`config.mk`:
```
export PLATFORM = sky130hd
export DESIGN_NAME = seq_alu
export DESIGN_NICKNAME = d
export VERILOG_FILES = /design/src/rtl/seq_alu.sv
export SDC_FILE = /design/constraint.sdc
export NUM_CORES = 1
export LEC_CHECK = 0
export BUFFER_PORTS_ARGS = -buffer_cell sky130_fd_sc_hd__buf_4
export CAP_MARGIN = 10
export CORE_MARGIN = 2
export CORE_UTILIZATION = 55
export CTS_CLUSTER_SIZE = 40
export DETAILED_ROUTE_END_ITERATION = 16
export PLACE_DENSITY = 0.78
export SLEW_MARGIN = 20
export SYNTH_ARGS = -nofsm -noshare
export SYNTH_HDL_FRONTEND = slang
export SYNTH_SLANG_ARGS = --single-unit
```
`constraint.sdc`:
```
create_clock -name CLK -period 1.9 [get_ports CLK]
set_clock_uncertainty 0.1 [all_clocks]
set_input_delay 0.285 -clock CLK [delete_from_list [all_inputs] [get_ports CLK]]
set_output_delay 0.285 -clock CLK [all_outputs]
set_load 0.02 [all_outputs]
```
`src/rtl/seq_alu.sv`:
```
// Sequential RV32I/M-style ALU: single-cycle integer ops, iterative multiply/divide.
// Define SEQ_ALU_MULDIV_EN to build the multiply/divide datapath; otherwise MD=1 reports ERR.
module seq_alu #(
    parameter int unsigned XLEN = 32
) (
    input  logic            CLK,
    input  logic            RSTn,
    input  logic            IN_VALID,
    output logic            IN_READY,
    input  logic [XLEN-1:0] RD1,
    input  logic [XLEN-1:0] RD2,
    input  logic [3:0]      OP,
    input  logic            MD,
    output logic            OUT_VALID,
    input  logic            OUT_READY,
    output logic [XLEN-1:0] WD,
    output logic            ERR
);
    localparam int unsigned SHW = $clog2(XLEN);

    typedef enum logic [1:0] {S_IDLE, S_BUSY, S_DONE} state_e;

    state_e          state_q;
    logic            valid_q;
    logic            err_q;
    logic [XLEN-1:0] wd_q;
    logic            accept_c;
    logic [XLEN-1:0] alu_res_c;
    logic            alu_err_c;
    logic [SHW-1:0]  shamt_c;

    assign IN_READY  = (state_q == S_IDLE) || ((state_q == S_DONE) && OUT_READY);
    assign accept_c  = IN_VALID && IN_READY;
    assign OUT_VALID = valid_q;
    assign WD        = wd_q;
    assign ERR       = err_q;
    assign shamt_c   = RD2[SHW-1:0];

    // Single-cycle integer ops, evaluated on the accepting edge.
    always_comb begin
        alu_res_c = '0;
        alu_err_c = 1'b0;
        case (OP)
            4'b0000: alu_res_c = RD1 + RD2;
            4'b1000: alu_res_c = RD1 - RD2;
            4'b0001: alu_res_c = RD1 << shamt_c;
            4'b0010: alu_res_c = XLEN'($signed(RD1) < $signed(RD2));
            4'b0011: alu_res_c = XLEN'(RD1 < RD2);
            4'b0100: alu_res_c = RD1 ^ RD2;
            4'b0101: alu_res_c = RD1 >> shamt_c;
            4'b1101: alu_res_c = XLEN'($signed(RD1) >>> shamt_c);
            4'b0110: alu_res_c = RD1 | RD2;
            4'b0111: alu_res_c = RD1 & RD2;
            default: alu_err_c = 1'b1;
        endcase
    end

`ifdef SEQ_ALU_MULDIV_EN
    logic [2:0]        mop_q;
    logic              neg_q;
    logic              div0_q;
    logic [XLEN-1:0]   aorig_q;
    logic [XLEN-1:0]   acc_q;
    logic [XLEN-1:0]   lo_q;
    logic [XLEN-1:0]   mcand_q;
    logic [SHW-1:0]    cnt_q;

    logic              a_sgn_c, b_sgn_c, a_neg_c, b_neg_c, neg_d;
    logic [XLEN-1:0]   mag_a_c, mag_b_c;
    logic [XLEN:0]     sum_c, shifted_c;
    logic [XLEN-1:0]   acc_n_c, lo_n_c;
    logic [2*XLEN-1:0] prod_c, prod_s_c;
    logic [XLEN-1:0]   dres_c, dres_s_c, md_res_c;

    // Operands are reduced to magnitudes; the sign is reapplied when the result is written.
    always_comb begin
        a_sgn_c = (OP[2:0] == 3'b001) || (OP[2:0] == 3'b010) ||
                  (OP[2:0] == 3'b100) || (OP[2:0] == 3'b110);
        b_sgn_c = (OP[2:0] == 3'b001) || (OP[2:0] == 3'b100) || (OP[2:0] == 3'b110);
        a_neg_c = a_sgn_c && RD1[XLEN-1];
        b_neg_c = b_sgn_c && RD2[XLEN-1];
        mag_a_c = a_neg_c ? -RD1 : RD1;
        mag_b_c = b_neg_c ? -RD2 : RD2;
        neg_d   = (OP[2] && OP[1]) ? a_neg_c : (a_neg_c ^ b_neg_c);
    end

    // One shift-add or restoring-subtract step per cycle.
    always_comb begin
        sum_c     = {1'b0, acc_q} + {1'b0, (lo_q[0] ? mcand_q : {XLEN{1'b0}})};
        shifted_c = {acc_q, lo_q[XLEN-1]};
        if (!mop_q[2]) begin
            acc_n_c = sum_c[XLEN:1];
            lo_n_c  = {sum_c[0], lo_q[XLEN-1:1]};
        end else if (shifted_c >= {1'b0, mcand_q}) begin
            acc_n_c = XLEN'(shifted_c - {1'b0, mcand_q});
            lo_n_c  = {lo_q[XLEN-2:0], 1'b1};
        end else begin
            acc_n_c = shifted_c[XLEN-1:0];
            lo_n_c  = {lo_q[XLEN-2:0], 1'b0};
        end
    end

    always_comb begin
        prod_c   = {acc_n_c, lo_n_c};
        prod_s_c = neg_q ? -prod_c : prod_c;
        dres_c   = mop_q[1] ? acc_n_c : lo_n_c;
        dres_s_c = neg_q ? -dres_c : dres_c;
        case (mop_q)
            3'b000:                  md_res_c = prod_s_c[XLEN-1:0];
            3'b001, 3'b010, 3'b011:  md_res_c = prod_s_c[2*XLEN-1:XLEN];
            default: begin
                if (div0_q) md_res_c = mop_q[1] ? aorig_q : {XLEN{1'b1}};
                else        md_res_c = dres_s_c;
            end
        endcase
    end
`endif

    always_ff @(posedge CLK or negedge RSTn) begin
        if (!RSTn) begin
            state_q <= S_IDLE;
            valid_q <= 1'b0;
            wd_q    <= '0;
            err_q   <= 1'b0;
`ifdef SEQ_ALU_MULDIV_EN
            mop_q   <= '0;
            neg_q   <= 1'b0;
            div0_q  <= 1'b0;
            aorig_q <= '0;
            acc_q   <= '0;
            lo_q    <= '0;
            mcand_q <= '0;
            cnt_q   <= '0;
`endif
        end else if (accept_c) begin
`ifdef SEQ_ALU_MULDIV_EN
            if (MD) begin
                state_q <= S_BUSY;
                valid_q <= 1'b0;
                mop_q   <= OP[2:0];
                neg_q   <= neg_d;
                div0_q  <= (RD2 == '0);
                aorig_q <= RD1;
                acc_q   <= '0;
                lo_q    <= mag_a_c;
                mcand_q <= mag_b_c;
                cnt_q   <= '0;
            end else begin
                state_q <= S_DONE;
                valid_q <= 1'b1;
                wd_q    <= alu_res_c;
                err_q   <= alu_err_c;
            end
`else
            state_q <= S_DONE;
            valid_q <= 1'b1;
            wd_q    <= MD ? '0 : alu_res_c;
            err_q   <= MD | alu_err_c;
`endif
        end else begin
            case (state_q)
                S_BUSY: begin
`ifdef SEQ_ALU_MULDIV_EN
                    acc_q <= acc_n_c;
                    lo_q  <= lo_n_c;
                    cnt_q <= cnt_q + SHW'(1);
                    if (cnt_q == SHW'(XLEN - 1)) begin
                        state_q <= S_DONE;
                        valid_q <= 1'b1;
                        wd_q    <= md_res_c;
                        err_q   <= 1'b0;
                    end
`else
                    state_q <= S_IDLE;
`endif
                end
                S_DONE: begin
                    if (OUT_READY) begin
                        state_q <= S_IDLE;
                        valid_q <= 1'b0;
                    end
                end
                default: ;
            endcase
        end
    end
endmodule

```
==> impl_metrics.toml, run 1 <==
[run_status]
status = "did not finish"
failing_step = "5_1_grt"
error_line = "[ERROR GRT-0232] Routing congestion too high. Check the congestion heatmap in the GUI."

[floorplanning]
die_w_um = 139
io_pins = 108
die_h_um = 139
rows = 49
start_util_pct = 55.8

[sta]
crit_endpoint = "WD[30]$_DFFE_PN0P_/D"
worstEndpointType = "register input"

[global_routing]
grt_overflow_total = 258
grt_max_degree = 51
grtUsageTotal_pct = 88.7

[synth]
ys_seq_elements = 34
synth-seq-area-share_pct = 8.52
synth-simple-area-share_pct = 18.8
synth_top_family_by_area = "compound AO/OA/AOI/OAI gates"
yosys_warnings = 0
synth_ff_type = "dfrtp_1"
yosysTopAreaCell = "ha_1"
synthArstFlopShare_pct = 100
yosysUniqueCellTypes = 82
synth_xor_area_share_pct = 2.28
syn_area_per_cell_um2 = 7.03
synth_compound_area_share_pct = 31.9
synth-edff-count = 0
synth_top_area_share_pct = 12.5
synthesis.area_mm2 = 0.00999
syn_inst = 1422
muxShareOfSynthArea_pct = 16.8
synthTopCellsByArea = "ha_1, dfrtp_1, a21oi_1"
synth_fa_ha_area_share_pct = 12.9
syn-num-nets = 1597

[clocking]
cts_buffers = 5
cts_sinks = 34
root_buffer = "clkbuf_16"
cts_max_level = 2
cts_buffer_depth = 2

[placed_design]
gp_congestion = 1.16
port_buffers = 107
place_ws_ns = -1.53
dpl-instance-area_mm2 = 0.0143
dpl.cell_count = 2114
dp_hpwl_um = 40100
what timing repair did:
item | CTS
buffers inserted | 33
endpoints found under the setup margin | 32
hold buffers | 1
cloned | 4
gates resized for setup | 222
pin swaps | 85
endpoints found under the hold margin | 34
per-stage QoR:
step	utilization, %	setup TNS [ns]	hold slack [ns]
2_1_floorplan	-	-20.07	-0.111
4_1_cts	87.6	-22.25	0.204
3_5_place_dp	80.0	-39.48	0.177
3_3_place_gp	80.0	-37.80	0.174
Yosys cell counts (11+ instances only):
cell / number
inv_1: 99
nand3_1: 29
a22oi_1: 27
nand2_1: 119
buf_1: 13
a21o_1: 15
mux2_2: 29
a31oi_1: 13
buf_2: 19
ha_1: 100
xnor2_1: 16
mux2i_1: 70
a221oi_1: 17
clkbuf_1: 72
a21oi_1: 150
o21ai_0: 113
nor2_1: 162
o211ai_1: 17
mux4_2: 29
o31ai_1: 11
o22ai_1: 19
a211oi_1: 25
nand2b_1: 11
nor3_1: 33
dfrtp_1: 34
routing by layer:
| layer | GRT overflow | track usage (%) |
|---|---|---|
| met1 | 3 | 87.7 |
| met2 | 144 | 100 |
| met3 | 7 | 80.0 |
| met4 | 101 | 90.9 |
| met5 | 3 | 43.1 |
logic make-up after synthesis:
group	Yosys count
flops	34
buf+inv	217
compound gates	498
xor+xnor	26
mux	128
simple gates	417
fa+ha+maj	102
==> run 2, diff against run 1 <==
--- a/config.mk
+++ b/config.mk
@@ -8,10 +8,9 @@
 export BUFFER_PORTS_ARGS = -buffer_cell sky130_fd_sc_hd__buf_4
 export CAP_MARGIN = 10
 export CORE_MARGIN = 2
-export CORE_UTILIZATION = 55
-export CTS_CLUSTER_SIZE = 40
+export CORE_UTILIZATION = 40
 export DETAILED_ROUTE_END_ITERATION = 16
-export PLACE_DENSITY = 0.78
+export PLACE_DENSITY_LB_ADDON = 0.15
 export SLEW_MARGIN = 20
 export SYNTH_ARGS = -nofsm -noshare
 export SYNTH_HDL_FRONTEND = slang
==> constraint.sdc (replaced) <==
create_clock -name CLK -period 2.47 [get_ports CLK]
set_clock_uncertainty 0.1 [all_clocks]
set_input_delay 0.3705 -clock CLK [delete_from_list [all_inputs] [get_ports CLK]]
set_output_delay 0.3705 -clock CLK [all_outputs]
set_load 0.02 [all_outputs]
==> impl_metrics.toml, run 2 <==
[run_status]
status = "finished, violations left"
violations = "setup timing"

[synth]
muxShareOfSynthArea_pct = 16.8
synth_xor_area_share_pct = 2.28
synth.most_common_cell = "nor2_1"
syn_inst = 1422
yosys_warnings = 0
synth-simple-area-share_pct = 18.8
synth_top_area_share_pct = 12.5
synth_top_family_by_area = "compound AO/OA/AOI/OAI gates"
synthesis.area_mm2 = 0.00999
syn-num-nets = 1597
yosysTopAreaCell = "ha_1"
synth_fa_ha_area_share_pct = 12.9
synthArstFlopShare_pct = 100
synth-seq-area-share_pct = 8.52
yosysUniqueCellTypes = 82
synth-edff-count = 0
synth_ff_type = "dfrtp_1"
ys_seq_elements = 34
netlist_top_cells_count = "nor2_1, a21oi_1, nand2_1"
synthTopCellsByArea = "ha_1, dfrtp_1, a21oi_1"
synth_compound_area_share_pct = 31.9
syn_area_per_cell_um2 = 7.03

[routing]
drt_pass1_iterations = 8
drcViolationCount = 0
vias_per_cell = 6.28
post_drt_wl_per_cell_um = 25.2
detail-route-antenna-nets = 0
vias = 14300
drt_iter0_drc = 2184
routed_wl_um = 57400

[sta]
final-hold-violation-count = 0
slew_headroom_pct = 40.2
max_slew.worst_pin.slew_ns = 0.887
fin_ws_ns = -0.462
timing.setup.tns_ns = -6.39
report.final.slew_viol_count = 0
grt_setup_unrepaired = "yes"
setup_viol_count_final = 27
max_freq_ghz = 0.341
fin_crit_sh_pct = 119
period_minus_slack_ns = 2.93

[floorplanning]
die_h_um = 162
dieArea_mm2 = 0.0263
io_pins = 108
rows = 57
core_mm2 = 0.0244
die_w_um = 162
start_util_pct = 41.0

[critical_path]
cp.required_ns = 2.55
crit_path_end_kind = "flop"
reg2reg_slack_ns = 0.27
cp-start-kind = "primary input"
crit_arrival_ns = 3.02
r2r_end = "WD[30]$_DFFE_PN0P_"
path_class = "in2reg"
timing.rr.start = "OUT_VALID$_DFFE_PN0P_"
ff2ff_path_depth = 8
crit_path_max_fanout = 2

[global_routing]
grt_pass1_wl_um = 80900
grt_pass1_vias = 13200
grtUsageTotal_pct = 40.8
antenna_found_initial = 3
grt_max_degree = 71
grt_overflow_total = 0

[layout]
layout_commonest_cell = "buf_4"
fin_nets = 2127
layout.cells.non_filler = 2278
fin_area_mm2 = 0.0167
final_cell_mix = "buf_4, nor2_1, a21oi_1, nand2_1"
syn_to_final_growth_pct = 67.1
fillers = 2098
drive_above_1_share_pct = 46.9
largest_reg_flops = 32

[min_path]
min_to = "OUT_VALID$_DFFE_PN0P_"
hold_path.class = "in2reg"
hold_path_depth = 2
worstHoldStart = "IN_VALID"

[clocking]
cts_buffers = 5
tritoncts = "built"
cts_max_level = 2
cts_buffer_depth = 2
cts.clk_slew.worst_paths_ns = 0.06
clock_latency_ns = 0.30
cts_sinks = 34
root_buffer = "clkbuf_16"

[pwr]
ir_worst_vdd_mv = 0.281
p_leak_nw = 7.61
post-layout-total-power_mw = 5.33
pwr_density_cell_mw_per_mm2 = 319

[placed_design]
gp_congestion = 1.01
dp_hpwl_um = 43300
dpl.cell_count = 2210
place_ws_ns = -1.15
port_buffers = 107
dpl-instance-area_mm2 = 0.0144

[flow_run]
cap_violations = 0
[run 2: layer usage]
layer,up-vias,wire (um),global-route usage (%)
li1,6316,-,-
met1,6837,23200,55.7
met2,954,24600,62.7
met3,190,6900,10.4
met4,4,2670,13.2
met5,-,23,0
[run 2: kinds of logic after synthesis]
group | count (synthesis)
adders and majority gates | 102
buffers and inverters | 217
xor gates and xnor gates | 26
DFF | 34
and+or+nand+nor | 417
AOI/OAI and AO/OA | 498
muxes | 128
[run 2: power by group]
part / switching [mW] / internal [mW]
clock network: 0.290 / 0.478
registers: 0.0417 / 0.601
logic: 2.11 / 1.82
total: 2.44 / 2.90
[run 2: final cells by class]
cell class                      instances  area, um2  share of cell area (%)
Antenna cell                            1       2.50                  0.0150
Clock buffer                            6        129                   0.772
Clock inverter                          2       37.5                   0.225
Inverter                              107        469                    2.81
Multi-Input combinational cell       1171       9510                    56.9
Sequential cell                        34        851                    5.10
Tap cell                              324        405                    2.43
Timing Repair Buffer                  633       5300                    31.7
[run 2: worst max-delay path, cell delays in order]
cell       delay [ns]
buf_8            0.11
ha_4             0.16
inv_2            0.05
fa_2             0.23
nand2b_4         0.08
a2111oi_4        0.32
o311a_1          0.27
o211ai_1         0.10
buf_4            0.18
a2111oi_4        0.34
nor3_2           0.11
nor2_1           0.16
mux2_4           0.31
a211o_1          0.23
[run 2: how the worst max path moves through the flow]
stage | start | end | slack, ns
after floorplan | RD2[2] | WD[30]$_DFFE_PN0P_ | -0.75
after global placement | RD1[0] | WD[30]$_DFFE_PN0P_ | -1.17
after detailed placement | RD1[0] | WD[30]$_DFFE_PN0P_ | -1.15
after CTS | RD1[0] | WD[30]$_DFFE_PN0P_ | -0.48
after global routing | RD1[0] | WD[30]$_DFFE_PN0P_ | -0.54
final | RD2[0] | WD[30]$_DFFE_PN0P_ | -0.46
[run 2: stage by stage]
step / util, % / hold slack, ns
finish: 68.5 / 0.189
global route: 68.4 / 0.198
CTS: 62.6 / 0.186
detailed placement: 59.1 / 0.294
global placement: 59.1 / 0.292
floorplan: - / -0.0251
[run 2: repair_timing]
item,in CTS,in global routing
hold buffers,1,0
pin swaps,44,93
setup endpoints to repair,32,32
hold endpoints to repair,34,0
gates resized for setup,95,245
setup buffers,19,37
cloned,6,4
(Power assumes the default switching activity.)
